**config.mk**
```make
export PLATFORM = sky130hd
export DESIGN_NAME = butterfly_pipe
export DESIGN_NICKNAME = d
export VERILOG_FILES = /design/src/rtl/butterfly_pipe_pkg.sv /design/src/rtl/bf_sat.sv /design/src/rtl/butterfly_pipe.sv
export SDC_FILE = /design/constraint.sdc
export NUM_CORES = 1
export LEC_CHECK = 0
export CAP_MARGIN = 40
export CORE_UTILIZATION = 30
export DETAILED_ROUTE_END_ITERATION = 12
export GPL_TIMING_DRIVEN = 0
export HOLD_SLACK_MARGIN = 0.03
export PLACE_DENSITY_LB_ADDON = 0.1
export SYNTH_ARGS = -nofsm -noshare
export SYNTH_HDL_FRONTEND = slang
export SYNTH_SLANG_ARGS = --single-unit
export TNS_END_PERCENT = 20
```
**constraint.sdc**
```tcl
create_clock -name clk -period 6.7 [get_ports clk]
set_clock_uncertainty 0.15 [all_clocks]
set_input_delay 1.005 -clock clk [delete_from_list [all_inputs] [get_ports clk]]
set_output_delay 1.005 -clock clk [all_outputs]
set_load 0.005 [all_outputs]
```
**src/rtl/butterfly_pipe_pkg.sv**
```systemverilog
`default_nettype none
// ============================================================================
//  Module   : butterfly_pipe_pkg
//  Purpose  : Shared defaults and the signed narrowing helper (wrap or clamp)
//             used by the butterfly pipeline.
//  Revision : 1.0  initial release
// ============================================================================
package butterfly_pipe_pkg;

    localparam int c_DEF_W     = 15;
    localparam int c_DEF_SHIFT = 2;
    localparam int c_DEF_CNT_W = 16;

    // Working width of the narrowing helper; every caller sign-extends into it.
    localparam int c_CLIP_W    = 64;

    typedef struct packed {
        logic                       ovf;
        logic signed [c_CLIP_W-1:0] val;
    } clip_t;

    // Narrow x to out_w signed bits. ovf reports an out-of-range input in
    // either mode; val is clamped when sat=1 and passed through otherwise
    // (the caller keeps the low out_w bits, which gives wrap behaviour).
    function automatic clip_t sat_clip(input logic signed [c_CLIP_W-1:0] x,
                                       input int                         out_w,
                                       input logic                       sat);
        logic signed [c_CLIP_W-1:0] maxv;
        logic signed [c_CLIP_W-1:0] minv;
        clip_t                      r;
        maxv  = (64'sd1 <<< (out_w - 1)) - 64'sd1;
        minv  = -(64'sd1 <<< (out_w - 1));
        r.ovf = (x > maxv) || (x < minv);
        if (sat && (x > maxv)) begin
            r.val = maxv;
        end else if (sat && (x < minv)) begin
            r.val = minv;
        end else begin
            r.val = x;
        end
        return r;
    endfunction

endpackage
`default_nettype wire

```
**src/rtl/bf_sat.sv**
```systemverilog
`default_nettype none
// ============================================================================
//  Module   : bf_sat
//  Purpose  : Combinational signed narrowing from IN_W to OUT_W bits with
//             per-beat wrap/saturate selection and an overflow flag.
//  Revision : 1.0  initial release
// ============================================================================
module bf_sat
    import butterfly_pipe_pkg::*;
#(
    parameter int IN_W  = 16,
    parameter int OUT_W = 15
) (
    input  logic signed [IN_W-1:0]  i_din,
    input  logic                    i_sat,
    output logic signed [OUT_W-1:0] o_dout,
    output logic                    o_ovf
);

    logic signed [c_CLIP_W-1:0] w_ext;
    clip_t                      w_res;

    // Sign-extend into the helper's working width, then narrow.
    assign w_ext  = c_CLIP_W'(i_din);
    assign w_res  = sat_clip(w_ext, OUT_W, i_sat);
    assign o_dout = OUT_W'(w_res.val);
    assign o_ovf  = w_res.ovf;

endmodule
`default_nettype wire

```
**src/rtl/butterfly_pipe.sv**
```systemverilog
`default_nettype none
// ============================================================================
//  Module   : butterfly_pipe
//  Purpose  : Two-stage radix-2 butterfly (a+b, (a-b)<<SHIFT) with per-beat
//             wrap/saturate mode, overflow flags, valid/ready flow control
//             and a saturating overflow-beat counter.
//  Revision : 1.0  initial release
// ============================================================================
module butterfly_pipe
    import butterfly_pipe_pkg::*;
#(
    parameter int W     = c_DEF_W,
    parameter int SHIFT = c_DEF_SHIFT,
    parameter int CNT_W = c_DEF_CNT_W
) (
    input  logic                clk,
    input  logic                rst,
    input  logic                in_valid,
    output logic                in_ready,
    input  logic signed [W-1:0] ai,
    input  logic signed [W-1:0] bi,
    input  logic                in_sat,
    output logic                out_valid,
    input  logic                out_ready,
    output logic signed [W-1:0] ao,
    output logic signed [W-1:0] bo,
    output logic [1:0]          ovf,
    output logic [CNT_W-1:0]    ovf_cnt,
    input  logic                cnt_clr
);

    localparam int               c_DW      = W + 1 + SHIFT;
    localparam logic [CNT_W-1:0] c_CNT_MAX = '1;

    // Whole pipeline advances together; a held output stalls both stages.
    logic w_en;

    // Stage 1: exact-precision sum and difference plus the beat's mode.
    logic              r_s1_valid;
    logic signed [W:0] r_s1_sum;
    logic signed [W:0] r_s1_diff;
    logic              r_s1_sat;

    // Stage 2: narrowed results.
    logic                r_s2_valid;
    logic signed [W-1:0] r_ao;
    logic signed [W-1:0] r_bo;
    logic [1:0]          r_ovf;
    logic [CNT_W-1:0]    r_cnt;

    logic signed [W:0]      w_sum_full;
    logic signed [W:0]      w_diff_full;
    logic signed [c_DW-1:0] w_diff_ext;
    logic signed [c_DW-1:0] w_diff_sh;
    logic signed [W-1:0]    w_ao;
    logic signed [W-1:0]    w_bo;
    logic                   w_ovf_a;
    logic                   w_ovf_b;
    logic                   w_deliver;

    assign w_en     = out_ready || !r_s2_valid;
    assign in_ready = w_en;

    assign w_sum_full  = (W+1)'(ai) + (W+1)'(bi);
    assign w_diff_full = (W+1)'(ai) - (W+1)'(bi);

    // Widen before shifting so no significant bit is lost ahead of the range check.
    assign w_diff_ext = c_DW'(r_s1_diff);
    assign w_diff_sh  = w_diff_ext <<< SHIFT;

    bf_sat #(
        .IN_W  (W + 1),
        .OUT_W (W)
    ) u_sat_sum (
        .i_din  (r_s1_sum),
        .i_sat  (r_s1_sat),
        .o_dout (w_ao),
        .o_ovf  (w_ovf_a)
    );

    bf_sat #(
        .IN_W  (c_DW),
        .OUT_W (W)
    ) u_sat_diff (
        .i_din  (w_diff_sh),
        .i_sat  (r_s1_sat),
        .o_dout (w_bo),
        .o_ovf  (w_ovf_b)
    );

    // Stage 1 register: capture the input beat (or a bubble) when advancing.
    always_ff @(posedge clk) begin
        if (rst) begin
            r_s1_valid <= 1'b0;
            r_s1_sum   <= '0;
            r_s1_diff  <= '0;
            r_s1_sat   <= 1'b0;
        end else if (w_en) begin
            r_s1_valid <= in_valid;
            if (in_valid) begin
                r_s1_sum  <= w_sum_full;
                r_s1_diff <= w_diff_full;
                r_s1_sat  <= in_sat;
            end
        end
    end

    // Stage 2 register: capture narrowed results of a valid stage-1 beat.
    always_ff @(posedge clk) begin
        if (rst) begin
            r_s2_valid <= 1'b0;
            r_ao       <= '0;
            r_bo       <= '0;
            r_ovf      <= 2'b00;
        end else if (w_en) begin
            r_s2_valid <= r_s1_valid;
            if (r_s1_valid) begin
                r_ao  <= w_ao;
                r_bo  <= w_bo;
                r_ovf <= {w_ovf_b, w_ovf_a};
            end
        end
    end

    // A beat is counted only on the cycle it actually leaves the block.
    assign w_deliver = r_s2_valid && out_ready && (r_ovf != 2'b00);

    // Saturating overflow-beat counter; clear wins over increment.
    always_ff @(posedge clk) begin
        if (rst) begin
            r_cnt <= '0;
        end else if (cnt_clr) begin
            r_cnt <= '0;
        end else if (w_deliver && (r_cnt != c_CNT_MAX)) begin
            r_cnt <= r_cnt + CNT_W'(1);
        end
    end

    assign out_valid = r_s2_valid;
    assign ao        = r_ao;
    assign bo        = r_bo;
    assign ovf       = r_ovf;
    assign ovf_cnt   = r_cnt;

endmodule
`default_nettype wire

```
==> flow_metrics.env <==
export IMPL_async_flop_share_pct=0
export IMPL_syn_area_sq_um=4750
export IMPL_setup_violations=0
export IMPL_fill_cells=1582
export IMPL_synth_xor_area_share_pct=4.61
export IMPL_fmax_ghz=0.294
export IMPL_cts_tree="done"
export IMPL_syn_avg_cell_area_sq_um=8.06
export IMPL_n_antenna_cell=0
export IMPL_yosysUniqueCellTypes=67
export IMPL_yosys_top_cells_area="dfxtp_1, ha_1, nor2_1"
export IMPL_leakagePower_nw=2.32
export IMPL_clock_sinks=81
export IMPL_worst_pin_slew_ns=0.571
export IMPL_dr_pass1_iters=4
export IMPL_run_status="complete, no violations"
export IMPL_whs_path_depth=2
export IMPL_synthMuxAreaShare_pct=1.08
export IMPL_slew_viol_final=0
export IMPL_period_share_pct=50.8
export IMPL_synth_compound_area_share_pct=19.9
export IMPL_cp_required_ns=6.80
export IMPL_antenna_left=0
export IMPL_post_drt_wl_per_cell_um=13.7
export IMPL_critPathKind="primary input to flop"
export IMPL_synth_seq_area_share_pct=34.1
export IMPL_antenna_found_initial=0
export IMPL_synth_seq_cells=81
export IMPL_synth_simple_area_share_pct=25.3
export IMPL_die_area_sq_um=16300
export IMPL_post_cts_setup_buffers=0
export IMPL_syn_to_final_growth_pct=30.1
export IMPL_yosys_warnings=0
export IMPL_viasPerCell=4.76
export IMPL_synthMostInstantiatedCell="nor2_1"
export IMPL_cpMaxStageDelayCell="clkdlybuf4s50_1"
export IMPL_worstPathArrival_ns=3.51
export IMPL_grt_max_degree=14
export IMPL_synth_ff_type="dfxtp_1"
export IMPL_path_cells="clkdlybuf4s50_1, inv_1, ha_1, fa_1, nand2b_1, a211oi_2, o21ai_2, a21oi_1, mux2_2, o22ai_1"
export IMPL_track_usage_pct=15.8
export IMPL_postSynthCellCount=589
export IMPL_synth_top_area_share_pct=34.1
export IMPL_min_period_ns=3.41
export IMPL_grt_pass1_vias=3957
export IMPL_gp_congestion=0.837
export IMPL_clk_pin_slew_ns=0.06
export IMPL_drt_initial_drc_count=218
export IMPL_ios=86
export IMPL_wl_um=12400
export IMPL_core_area_sq_um=15300
export IMPL_synth_top_cell_by_area="dfxtp_1"
export IMPL_port_buffers=85
export IMPL_clk_latency_ns=0.33
export IMPL_ir_worst_vdd_uv=126
export IMPL_hpwlAfterDp_um=10000
export IMPL_max_cap_viol_count=0
export IMPL_rows=45
export IMPL_met2_length_um=5440
export IMPL_start_util_pct=31.0
export IMPL_hp_class="flop to flop"
export IMPL_synth_top_family_by_area="simple AND/OR/NAND/NOR gates"
export IMPL_r2r_cells=7
export IMPL_die_x_um=128
export IMPL_ctsLongestPathBuffers=2
export IMPL_final_util_pct=40.3
export IMPL_grt_pass1_wl_um=20400
export IMPL_cts_hold_buf=0
export IMPL_slew_headroom_pct=62.0
export IMPL_cts_root_buffer="clkbuf_16"
export IMPL_cts_resized=0
export IMPL_vias=4289
export IMPL_overflow=0
export IMPL_worstPathMaxFanout=4
export IMPL_critPathMaxStageDelay_ns=0.48
export IMPL_rsz0062_at_grt="false"
export IMPL_h_tree_depth=3
export IMPL_cts_made_buffers=9
export IMPL_synth_fa_ha_area_share_pct=9.01
export IMPL_worstSetupEndpointType="flop"
export IMPL_die_y_um=128
export IMPL_finalNetCount=754
export IMPL_layout_drive_gt1_share_pct=8.26
export IMPL_syn_nets=658
export IMPL_wl_met3_um=538
export IMPL_wl_met1_um=6280
export IMPL_hold_viol=0
export IMPL_finalSetupTns_ns=0
export IMPL_highest_layer="met4"
export IMPL_synth_edff_count=0
export IMPL_drc_errors=0
export IMPL_crit_path_start_kind="primary input"
export IMPL_synth_commonest_cells="nor2_1, dfxtp_1, a21oi_1"
export IMPL_p_per_area_nw_per_um2=220
final cells by class:
class | count | area, sq um | area share, %
Multi-Input combinational cell | 443 | 2850 | 46.1
Tap cell | 211 | 264 | 4.27
Clock inverter | 5 | 80.1 | 1.30
Sequential cell | 81 | 1620 | 26.3
Buffer | 37 | 178 | 2.88
Inverter | 28 | 105 | 1.70
Timing Repair Buffer | 85 | 851 | 13.8
Clock buffer | 11 | 233 | 3.77
registers in the layout, summed over array words and instances, names as in the netlist:
signal and count:
bo 14, r_s1_sum 15, r_s1_diff 16, r_s1_sat 1, ovf 2, r_s1_valid 1
ovf_cnt 16, ao 15, out_valid 1
per-layer routing:
| layer | vias up | global-route usage, % |
|---|---|---|
| li1 | 2248 | - |
| met4 | 0 | 3.74 |
| met1 | 1937 | 22.4 |
| met2 | 96 | 24.8 |
| met5 | - | 0 |
| met3 | 8 | 2.84 |
final timing paths:
kind	startpoint	end	slack [ns]
setup / recovery	ai[0]	r_s1_diff[12]	3.29
hold / removal	r_s1_diff[4]	r_s1_diff[4]	0.31
setup reg to reg	ovf_cnt[0]	ovf_cnt[4]	4.62
hold reg to reg	r_s1_diff[4]	r_s1_diff[4]	0.31
stage by stage:
stage | instance area [sq um] | setup slack, ns | power (W) | hold WS, ns | instances
after floorplan | 4750 | 3.70 | 0.000737 | 0.280 | 589
after global placement | 5860 | 2.96 | 0.000852 | 0.301 | 885
after detailed placement | 5860 | 2.94 | 0.000854 | 0.303 | 885
after CTS | 6180 | 3.29 | 0.00137 | 0.312 | 901
after global routing | 6180 | 3.17 | 0.00144 | 0.327 | 901
final | 6180 | 3.29 | 0.00136 | 0.308 | 901
critical path, delay by kind of cell:
| kind | cells | cell delay (ns) |
|---|---|---|
| fa+ha+maj | 2 | 0.60 |
| mux | 1 | 0.37 |
| simple gates | 1 | 0.21 |
| buf+inv | 2 | 0.53 |
| compound gates | 4 | 0.80 |
power by group:
part | total (W) | switching [W] | internal [W]
clock | 0.000517 | 0.000192 | 0.000326
combinational | 0.000300 | 0.000163 | 0.000138
sequential | 0.000543 | 0.0000248 | 0.000518
cell usage in the layout, fill, tap and decap left out, types with 13 or more instances in the layout:
master	Yosys	routed
xnor2_1	14	14
o21ai_0	15	15
nor2_1	87	87
ha_1	31	31
inv_1	27	27
dfxtp_1	81	81
clkdlybuf4s50_1	0	85
clkbuf_1	21	23
a21oi_1	62	62
nor3_1	29	29
a211oi_1	13	13
nand2_1	51	51
cells by family (layout without fill, tap and decap cells):
family,after synthesis,after routing
simple gates,245,245
buf+inv,65,166
flops,81,81
compound gates,135,135
fa+ha+maj,33,33
xor+xnor,25,25
mux,5,5
No activity file was read; power rests on OpenSTA's default activity.
